<file path="src/rtl/adc_clk_pkg.sv">
// Shared definitions for the ADC clock monitor: state encoding and default
// qualification/dropout lengths.
package adc_clk_pkg;

    typedef enum logic [1:0] {
        ST_LOST    = 2'b00,
        ST_QUALIFY = 2'b01,
        ST_LOCKED  = 2'b10,
        ST_HOLDOFF = 2'b11
    } mon_state_e;

    localparam int unsigned DEF_QUAL_CYCLES    = 1024;
    localparam int unsigned DEF_DROPOUT_CYCLES = 8;

    function automatic logic is_locked_state(input mon_state_e s);
        return (s == ST_LOCKED) || (s == ST_HOLDOFF);
    endfunction

endpackage

</file>
<file path="src/rtl/sat_counter.sv">
// Saturating event counter with synchronous clear; an increment coincident
// with a clear restarts the count at one so the event is not lost.
module sat_counter #(
    parameter int unsigned W = 8
) (
    input  logic         clk,
    input  logic         rst_n,
    input  logic         inc_i,
    input  logic         clr_i,
    output logic [W-1:0] count_o
);

    logic [W-1:0] count_q, count_d;

    always_comb begin
        count_d = count_q;
        if (clr_i && inc_i) begin
            count_d = W'(1);
        end else if (clr_i) begin
            count_d = '0;
        end else if (inc_i && (count_q != '1)) begin
            count_d = count_q + W'(1);
        end
    end

    always_ff @(posedge clk or negedge rst_n) begin
        if (!rst_n) begin
            count_q <= '0;
        end else begin
            count_q <= count_d;
        end
    end

    assign count_o = count_q;

endmodule

</file>
<file path="src/rtl/adc_clock_monitor.sv">
// Qualifies the raw ADC clock-valid flag into a lock indication, holds the ADC
// capture path in reset while unlocked, and records loss events.
//
//   state   | meaning
//   LOST    | no qualified clock; ADC path held in reset
//   QUALIFY | counting consecutive valid samples toward lock
//   LOCKED  | qualified clock present
//   HOLDOFF | locked, riding through a short run of invalid samples
module adc_clock_monitor
    import adc_clk_pkg::*;
#(
    parameter int unsigned QUAL_CYCLES    = DEF_QUAL_CYCLES,
    parameter int unsigned DROPOUT_CYCLES = DEF_DROPOUT_CYCLES,
    parameter int unsigned LOSS_CNT_W     = 8
) (
    input  logic                  clk,
    input  logic                  rst_n,
    input  logic                  clk_valid_in,
    input  logic                  clear_sticky,
    output logic                  adc_clk_locked,
    output logic                  adc_path_reset,
    output logic                  clk_lost_sticky,
    output logic [LOSS_CNT_W-1:0] loss_count,
    output logic [1:0]            mon_state
);

    localparam int unsigned QW = $clog2(QUAL_CYCLES);
    localparam int unsigned DW = $clog2(DROPOUT_CYCLES + 1);
    localparam logic [QW-1:0] QUAL_LAST = QW'(QUAL_CYCLES - 1);
    localparam logic [DW-1:0] DROP_LAST = DW'(DROPOUT_CYCLES - 1);

    mon_state_e    state_q, state_d;
    logic [QW-1:0] qual_cnt_q, qual_cnt_d;
    logic [DW-1:0] drop_cnt_q, drop_cnt_d;
    logic          valid_q;
    logic          locked_q, path_reset_q, sticky_q;
    logic          loss_evt;

    // The valid flag is registered once before the FSM; this sample stage is
    // what puts lock at QUAL_CYCLES+1 cycles after the flag first goes high.
    always_comb begin
        state_d    = state_q;
        qual_cnt_d = qual_cnt_q;
        drop_cnt_d = drop_cnt_q;
        loss_evt   = 1'b0;
        case (state_q)
            ST_LOST: begin
                if (valid_q) begin
                    state_d    = ST_QUALIFY;
                    qual_cnt_d = QW'(1);
                end else begin
                    qual_cnt_d = '0;
                end
            end
            ST_QUALIFY: begin
                if (!valid_q) begin
                    state_d    = ST_LOST;
                    qual_cnt_d = '0;
                end else if (qual_cnt_q == QUAL_LAST) begin
                    state_d    = ST_LOCKED;
                    qual_cnt_d = '0;
                end else begin
                    qual_cnt_d = qual_cnt_q + QW'(1);
                end
            end
            ST_LOCKED: begin
                if (!valid_q) begin
                    if (DROPOUT_CYCLES == 1) begin
                        state_d  = ST_LOST;
                        loss_evt = 1'b1;
                    end else begin
                        state_d    = ST_HOLDOFF;
                        drop_cnt_d = DW'(1);
                    end
                end
            end
            ST_HOLDOFF: begin
                if (valid_q) begin
                    state_d    = ST_LOCKED;
                    drop_cnt_d = '0;
                end else if (drop_cnt_q == DROP_LAST) begin
                    state_d    = ST_LOST;
                    drop_cnt_d = '0;
                    loss_evt   = 1'b1;
                end else begin
                    drop_cnt_d = drop_cnt_q + DW'(1);
                end
            end
            default: begin
                state_d    = ST_LOST;
                qual_cnt_d = '0;
                drop_cnt_d = '0;
            end
        endcase
    end

    always_ff @(posedge clk or negedge rst_n) begin
        if (!rst_n) begin
            valid_q      <= 1'b0;
            state_q      <= ST_LOST;
            qual_cnt_q   <= '0;
            drop_cnt_q   <= '0;
            locked_q     <= 1'b0;
            path_reset_q <= 1'b1;
            sticky_q     <= 1'b0;
        end else begin
            valid_q      <= clk_valid_in;
            state_q      <= state_d;
            qual_cnt_q   <= qual_cnt_d;
            drop_cnt_q   <= drop_cnt_d;
            locked_q     <= is_locked_state(state_d);
            path_reset_q <= !is_locked_state(state_d);
            if (loss_evt) begin
                sticky_q <= 1'b1;
            end else if (clear_sticky) begin
                sticky_q <= 1'b0;
            end
        end
    end

    sat_counter #(
        .W (LOSS_CNT_W)
    ) u_loss_cnt (
        .clk     (clk),
        .rst_n   (rst_n),
        .inc_i   (loss_evt),
        .clr_i   (clear_sticky),
        .count_o (loss_count)
    );

    assign adc_clk_locked  = locked_q;
    assign adc_path_reset  = path_reset_q;
    assign clk_lost_sticky = sticky_q;
    assign mon_state       = state_q;

endmodule

</file>
<file path="config.mk">
export PLATFORM = sky130hd
export DESIGN_NAME = adc_clock_monitor
export DESIGN_NICKNAME = d
export VERILOG_FILES = /design/src/rtl/adc_clk_pkg.sv /design/src/rtl/sat_counter.sv /design/src/rtl/adc_clock_monitor.sv
export SDC_FILE = /design/constraint.sdc
export NUM_CORES = 1
export LEC_CHECK = 0
export BUFFER_PORTS_ARGS = -buffer_cell sky130_fd_sc_hd__buf_2
export CELL_PAD_IN_SITES_DETAIL_PLACEMENT = 1
export CELL_PAD_IN_SITES_GLOBAL_PLACEMENT = 1
export CORE_UTILIZATION = 48
export DETAILED_ROUTE_END_ITERATION = 6
export PLACE_DENSITY_LB_ADDON = 0.1
export SLEW_MARGIN = 20
export SYNTH_ARGS = -nofsm -noshare
export SYNTH_HDL_FRONTEND = slang
export SYNTH_HIERARCHICAL = 1
export SYNTH_SLANG_ARGS = --single-unit
</file>
<file path="constraint.sdc">
create_clock -name clk -period 5.7 [get_ports clk]
set_clock_uncertainty 0.1 [all_clocks]
set_input_delay 0.57 -clock clk [delete_from_list [all_inputs] [get_ports clk]]
set_output_delay 0.57 -clock clk [all_outputs]
set_load 0.01 [all_outputs]
</file>
==> flow_metrics.tcl, run 1 <==
set metrics [dict create \
    core_area_um2 2877 \
    status "finished clean" \
    place_congestion 0.8270 \
    wl_um 3496 \
    multi_input_area_um2 759.5 \
    antenna_found_initial 0 \
    dieArea_um2 3374 \
    synthAdderAreaFrac_pct 2.486 \
    layout_commonest_cell "dfrtp_1" \
    layout.cells.non_filler 204 \
    path_depth 6 \
    holdBufCountCts 0 \
    period_share_pct 39.17 \
    fin_nets 170 \
    cap_violations 0 \
    crit_fanout 10 \
    start_util_pct 52.50 \
    cp-end-kind "flop" \
    timing.final.ws_setup_ns 3.467 \
    cpLargestDelayFamily "simple AND/OR/NAND/NOR gates" \
    relSlewSlack_pct 59.61 \
    port_buffers 16 \
    viasPerCell 5.966 \
    synth_ff_type "dfrtp_1" \
    cp_slowest_cell "dfrtp_1" \
    drc_errors 0 \
    syn_nets 159 \
    dieWidth_um 58.09 \
    rows 19 \
    synth_edf_count 0 \
    die_y_um 58.09 \
    synth_top_area_share_pct 43.08 \
    numCtsBuffers 3 \
    crit_required_ns 5.82 \
    synth_area_um2 1510 \
    async_flop_share_pct 100.0 \
    drive_gt1_share_pct 19.75 \
    ant_nets 0 \
    synth-xor-area-share_pct 1.160 \
    worst-setup-path-type "reg -> reg" \
    cts_max_level 1 \
    ir_drop_mv 0.09842 \
    cts.repair.resized 0 \
    synth_mux_area_share_pct 3.728 \
    regArea_um2 676.9 \
    filler_cell_count 340 \
    power_mw 0.2919 \
    grt_first_pass_wirelength_um 5982 \
    cts_buffer_depth 2 \
    synth_top_cells_by_area "dfrtp_1 (43%), nand2_1 (3.0%), ha_1 (2.5%), a22o_1 (2.3%), nor3_1 (2.3%)" \
    dr.pass1.iters 4 \
    crit_buf_inv 0 \
    fin_crit_ns 2.233 \
    slew_viol_final 0 \
    drt_iter0_drc 44 \
    dp_cells 200 \
    synth_simple_gate_area_share_pct 24.61 \
    tritoncts "built" \
    fmax_ghz 0.4479 \
    ioPinCount 17 \
    cts-root-buf "clkbuf_4" \
    hold_viol 0 \
    synth_cells 152 \
    area_growth_syn_to_layout_pct 6.959 \
    power_density_nw_per_um2 180.7 \
    cp.arrival_ns 2.35 \
    crit_chain "ha_1, and3b_1, and3_1, nand3_1, a211oi_2, mux2_1" \
    grt_start_max_net_pins 28 \
    tns_ns 0 \
    hp-class "in -> async" \
    slowest_delay_ns 0.42 \
    synth_compound_area_share_pct 18.31 \
    rsz0062_at_grt "false" \
    layout_common_cells "dfrtp_1 (26), buf_2 (16), nand2_1 (12)" \
    track_usage_pct 23.19 \
    post_cts_buffers 0 \
    vias 1217 \
    cts.sink_count 27 \
    diodes 0 \
    cts.clk_slew.worst_paths_ns 0.14 \
    synth_cell_types 52 \
    r2r_cells 6 \
    wl_per_cell_um 17.14 \
    yosys.area.top_type "dfrtp_1" \
    dp_hpwl_um 2573 \
    p_leak_nw 0.7304 \
    setup_violations 0 \
    gr-total-overflow 0 \
    synth-seq-cells 27 \
    dp_slack_ns 3.515 \
    tightest_slew_ns 0.6058 \
    ys_warn_count 6 \
    insertion_delay_ns 0.31 \
    avgSynthCellArea_um2 9.936 \
    startpoint_type "flop" \
    synth_seq_area_share_pct 44.82 \
    grt_pass1_vias 1261 \
    synth_top_family_by_area "simple AND/OR/NAND/NOR gates" \
]
-- layout make-up --
| class | count | area share [%] |
|---|---|---|
| Clock buffer | 3 | 1.394 |
| Timing Repair Buffer | 16 | 4.957 |
| Inverter | 5 | 1.162 |
| Sequential cell | 27 | 41.91 |
| Clock inverter | 1 | 0.3098 |
| Tap cell | 42 | 3.253 |
| Multi-Input combinational cell | 110 | 47.02 |
-- worst register-to-register path: stages, from the launching register on --
cell and delay (ns):
dfrtp_1 0.42, ha_1 0.21, and3b_1 0.25, and3_1 0.41, nand3_1 0.14, a211oi_2 0.25, mux2_1 0.35
-- cell usage after synthesis (2+ instances only) --
master,n
nor3_1,7
clkbuf_1,5
mux2i_1,3
o41ai_1,2
inv_1,5
and3_1,2
buf_4,2
nand4_1,5
nor2_1,9
o31ai_1,3
nand2_1,12
a31oi_1,4
a21o_1,2
nand3_1,6
a21oi_1,4
nor2b_1,5
nand2b_1,2
a22o_1,4
ha_1,3
nor3b_1,3
and4_1,2
buf_2,2
o21bai_1,2
dfrtp_1,26
o21ai_0,5
-- flip-flops by register name (all words and copies together), names as in the netlist --
name and cells:
drop_cnt_q 4, adc_path_reset 1, adc_clk_locked 1, mon_state 1
u_loss_cnt/count_o 8, valid_q 1, qual_cnt_q 10, clk_lost_sticky 1
-- per-layer routing --
metal | global-route usage [%] | routed length [um]
met1 | 32.23 | 1709
met2 | 37.77 | 1721
met3 | 2.902 | 42
met4 | 7.483 | 23
met5 | 0 | 0
-- final timing paths --
kind	startpoint	to	slack (ns)
max	drop_cnt_q[0]$_DFFE_PN0P_	u_loss_cnt/count_o[5]$_DFFE_PN0P_	3.47
min	rst_n	u_loss_cnt/count_o[4]$_DFFE_PN0P_	0.14
max reg2reg	drop_cnt_q[0]$_DFFE_PN0P_	u_loss_cnt/count_o[5]$_DFFE_PN0P_	3.47
min reg2reg	clk_lost_sticky$_DFFE_PN0P_	clk_lost_sticky$_DFFE_PN0P_	0.39
max in group asynchronous	rst_n	drop_cnt_q[1]$_DFFE_PN0P_	4.97
min in group clk	clk_valid_in	valid_q$_DFF_PN0_	0.24
-- power by group --
group | internal (mW) | total, mW | switching (mW) | leakage, nW
sequential | 0.193 | 0.196 | 0.00277 | 0.367
clock | 0.0262 | 0.0815 | 0.0553 | 0.0177
combinational | 0.00453 | 0.0144 | 0.00985 | 0.346
total | 0.224 | 0.292 | 0.0679 | 0.730
-- metrics by stage --
step / cell area (um2) / hold WS [ns] / utilization (%)
final: 1615 / 0.1373 / 56.15
after global routing: 1615 / 0.1729 / 56.15
after CTS: 1615 / 0.1466 / 56.15
after detailed placement: 1588 / 0.3637 / 55.20
after global placement: 1588 / 0.3794 / 55.20
after floorplan: 1510 / 0.1744 / -
-- kinds of logic after synthesis --
logic type	count (synthesis)
fa+ha+maj	3
buf+inv	15
mux	5
flops	27
simple gates	63
compound gates	37
xor+xnor	2
Power figures use the tool's default switching activity.
==> run 2, diff against run 1 <==
--- a/config.mk
+++ b/config.mk
@@ -8,7 +8,7 @@
 export BUFFER_PORTS_ARGS = -buffer_cell sky130_fd_sc_hd__buf_2
 export CELL_PAD_IN_SITES_DETAIL_PLACEMENT = 1
 export CELL_PAD_IN_SITES_GLOBAL_PLACEMENT = 1
-export CORE_UTILIZATION = 48
+export CORE_UTILIZATION = 40
 export DETAILED_ROUTE_END_ITERATION = 6
 export PLACE_DENSITY_LB_ADDON = 0.1
 export SLEW_MARGIN = 20
==> constraint.sdc (replaced) <==
create_clock -name clk -period 2 [get_ports clk]
set_clock_uncertainty 0.1 [all_clocks]
set_input_delay 0.2 -clock clk [delete_from_list [all_inputs] [get_ports clk]]
set_output_delay 0.2 -clock clk [all_outputs]
set_load 0.01 [all_outputs]
==> run 2 against run 1 <==
  * Critical path depth did not move
  * Combinational power grew to 3.8 times the previous value
  * Maximum frequency increased by 18%
  * Critical path type unchanged
  * First-iteration DRC count increased by 34%
  * Final cell count rose by 6.9%
  * Sequential cell count stayed put
  * Setup slack worse by 3.4 ns
  * Worst hold slack better by 0.051 ns
  * Largest cell class unchanged
  * Via count grew 4.3%
  * Die area is 19% higher
==> flow_metrics.tcl, run 2 (synthesized netlist as in run 1, its figures left out) <==
set metrics [dict create \
    die_y_um 63.45 \
    hold_depth 2 \
    rows 21 \
    vias 1269 \
    multi_input_area_um2 767.0 \
    wl_um 3754 \
    numCtsBuffers 3 \
    stdcell_area_um2 1725 \
    ioPinCount 17 \
    ir_drop_mv 0.2607 \
    diodes 0 \
    crit_required_ns 2.06 \
    fin_nets 180 \
    hold-path-endpoint "u_loss_cnt/count_o[6]$_DFFE_PN0P_" \
    fin_crit_ns 1.891 \
    wl_per_cell_um 17.22 \
    core_area_um2 3468 \
    grt_pass1_vias 1329 \
    slew_viol_final 0 \
    slowest_delay_ns 0.40 \
    r2r-end "u_loss_cnt/count_o[5]$_DFFE_PN0P_" \
    antenna_found_initial 0 \
    largest_reg_flops 10 \
    fmax_ghz 0.5288 \
    layout_common_cells "dfrtp_1 (26), buf_2 (16), nand2_1 (12)" \
    crit_fanout 5 \
    crit_chain "ha_1, and3b_1, and3_4, nand3_1, a211oi_2, mux2_1" \
    viasPerCell 5.821 \
    layout.cells.non_filler 218 \
    regArea_um2 676.9 \
    drive_gt1_share_pct 23.84 \
    final_core_util_pct 49.75 \
    gr-total-overflow 0 \
    relSlewSlack_pct 57.36 \
    power_density_nw_per_um2 534.6 \
    drt_iter0_drc 59 \
    regMostFlops "qual_cnt_q" \
    startpoint_type "flop" \
    filler_cell_count 412 \
    min-delay-start "clear_sticky" \
    hold_viol 0 \
    rr_startpoint "drop_cnt_q[0]$_DFFE_PN0P_" \
    place_congestion 0.7525 \
    cp_slowest_cell "dfrtp_1" \
    r2r_cells 6 \
    placed_cell_area_um2 1653 \
    p_leak_nw 0.7809 \
    setup_violations 0 \
    drc_errors 0 \
    cp.arrival_ns 1.95 \
    dp_cells 212 \
    cts_buffer_depth 2 \
    cts-root-buf "clkbuf_8" \
    tightest_slew_ns 0.6396 \
    dieWidth_um 63.45 \
    hp-class "in -> reg" \
    grt_start_max_net_pins 28 \
    ant_nets 0 \
    cp-end-kind "flop" \
    dr.pass1.iters 4 \
    start_util_pct 43.54 \
    tritoncts "built" \
    tns_ns 0 \
    status "finished clean" \
    cap_violations 0 \
    layout_commonest_cell "dfrtp_1" \
    port_buffers 16 \
    dieArea_um2 4025 \
    grt_first_pass_wirelength_um 6534 \
    cts_max_level 1 \
    area_growth_syn_to_layout_pct 14.25 \
    track_usage_pct 20.74 \
    cts.sink_count 27 \
    worst-setup-path-type "reg -> reg" \
    period_share_pct 94.55 \
    cts.clk_slew.worst_paths_ns 0.09 \
    rrSetupSlack_ns 0.11 \
    rsz0062_at_grt "false" \
    dp_hpwl_um 2640 \
    insertion_delay_ns 0.27 \
]
==> run 2: cell count changes in the layout (fill, tap and decap cells not counted) <==
cell,before,now
clkbuf_8,0,3
clkbuf_1,0,1
ha_1,3,2
buf_4,0,8
and3_1,2,1
clkbuf_4,3,0
and3_4,0,1
clkinv_2,1,0
dlygate4sd3_1,0,2
ha_2,0,1
==> run 2: what timing repair did <==
| action | 4_1_cts | 5_1_grt |
|---|---|---|
| setup endpoints to repair | 0 | 2 |
| resized for setup | 0 | 3 |
| setup buffers | 0 | 0 |
| hold buffers | 2 | 0 |
| endpoints found under the hold margin | 27 | 0 |
==> run 2: final cells by class <==
cell class / count / share of cell area [%]
Clock buffer: 4 / 2.611
Inverter: 5 / 1.088
Sequential cell: 27 / 39.23
Tap cell: 46 / 3.336
Timing Repair Buffer: 26 / 9.282
Multi-Input combinational cell: 110 / 44.45
==> run 2: metrics by stage <==
| stage | hold slack, ns | power, mW | setup WS (ns) |
|---|---|---|---|
| 6_report | 0.1885 | 0.9224 | 0.1090 |
| 3_3_place_gp | 0.1488 | 0.6143 | 0.1508 |
| 2_1_floorplan | -0.1956 | 0.5894 | 0.04925 |
| 3_5_place_dp | 0.1603 | 0.6167 | 0.07531 |
| 4_1_cts | 0.1790 | 0.9329 | 0.05176 |
| 5_1_grt | 0.2184 | 0.9564 | 0.01568 |
==> run 2: worst max-delay path, delay by kind of cell (launching register included) <==
kind | cells | cell delay (ns)
and+or+nand+nor | 3 | 0.50
muxes | 1 | 0.34
AOI/OAI and AO/OA | 1 | 0.23
DFF | 1 | 0.40
adders and majority gates | 1 | 0.20
==> run 2: power breakdown <==
group	leakage (nW)	internal (mW)	total, mW	switching (mW)
registers	0.367	0.550	0.555	0.00440
logic	0.391	0.0196	0.0545	0.0349
clock network	0.0228	0.143	0.313	0.171
total	0.781	0.713	0.922	0.210
==> run 2: worst max path at each step <==
stage	start	slack [ns]	to
2_1_floorplan	mon_state[0]$_DFF_PN0_	0.05	u_loss_cnt/count_o[5]$_DFFE_PN0P_
3_3_place_gp	drop_cnt_q[0]$_DFFE_PN0P_	0.15	u_loss_cnt/count_o[5]$_DFFE_PN0P_
3_5_place_dp	drop_cnt_q[0]$_DFFE_PN0P_	0.08	u_loss_cnt/count_o[5]$_DFFE_PN0P_
4_1_cts	drop_cnt_q[0]$_DFFE_PN0P_	0.05	u_loss_cnt/count_o[5]$_DFFE_PN0P_
5_1_grt	drop_cnt_q[0]$_DFFE_PN0P_	0.02	u_loss_cnt/count_o[5]$_DFFE_PN0P_
6_report	drop_cnt_q[0]$_DFFE_PN0P_	0.11	u_loss_cnt/count_o[5]$_DFFE_PN0P_
==> run 2: layer usage <==
layer / track usage, % / share of wire [%] / vias up
met4: 6.818 / 1.1 / 0
met5: 0 / 0 / -
met1: 28.88 / 47 / 640
met2: 32.85 / 49 / 26
met3: 2.899 / 2.9 / 4
li1: - / - / 599
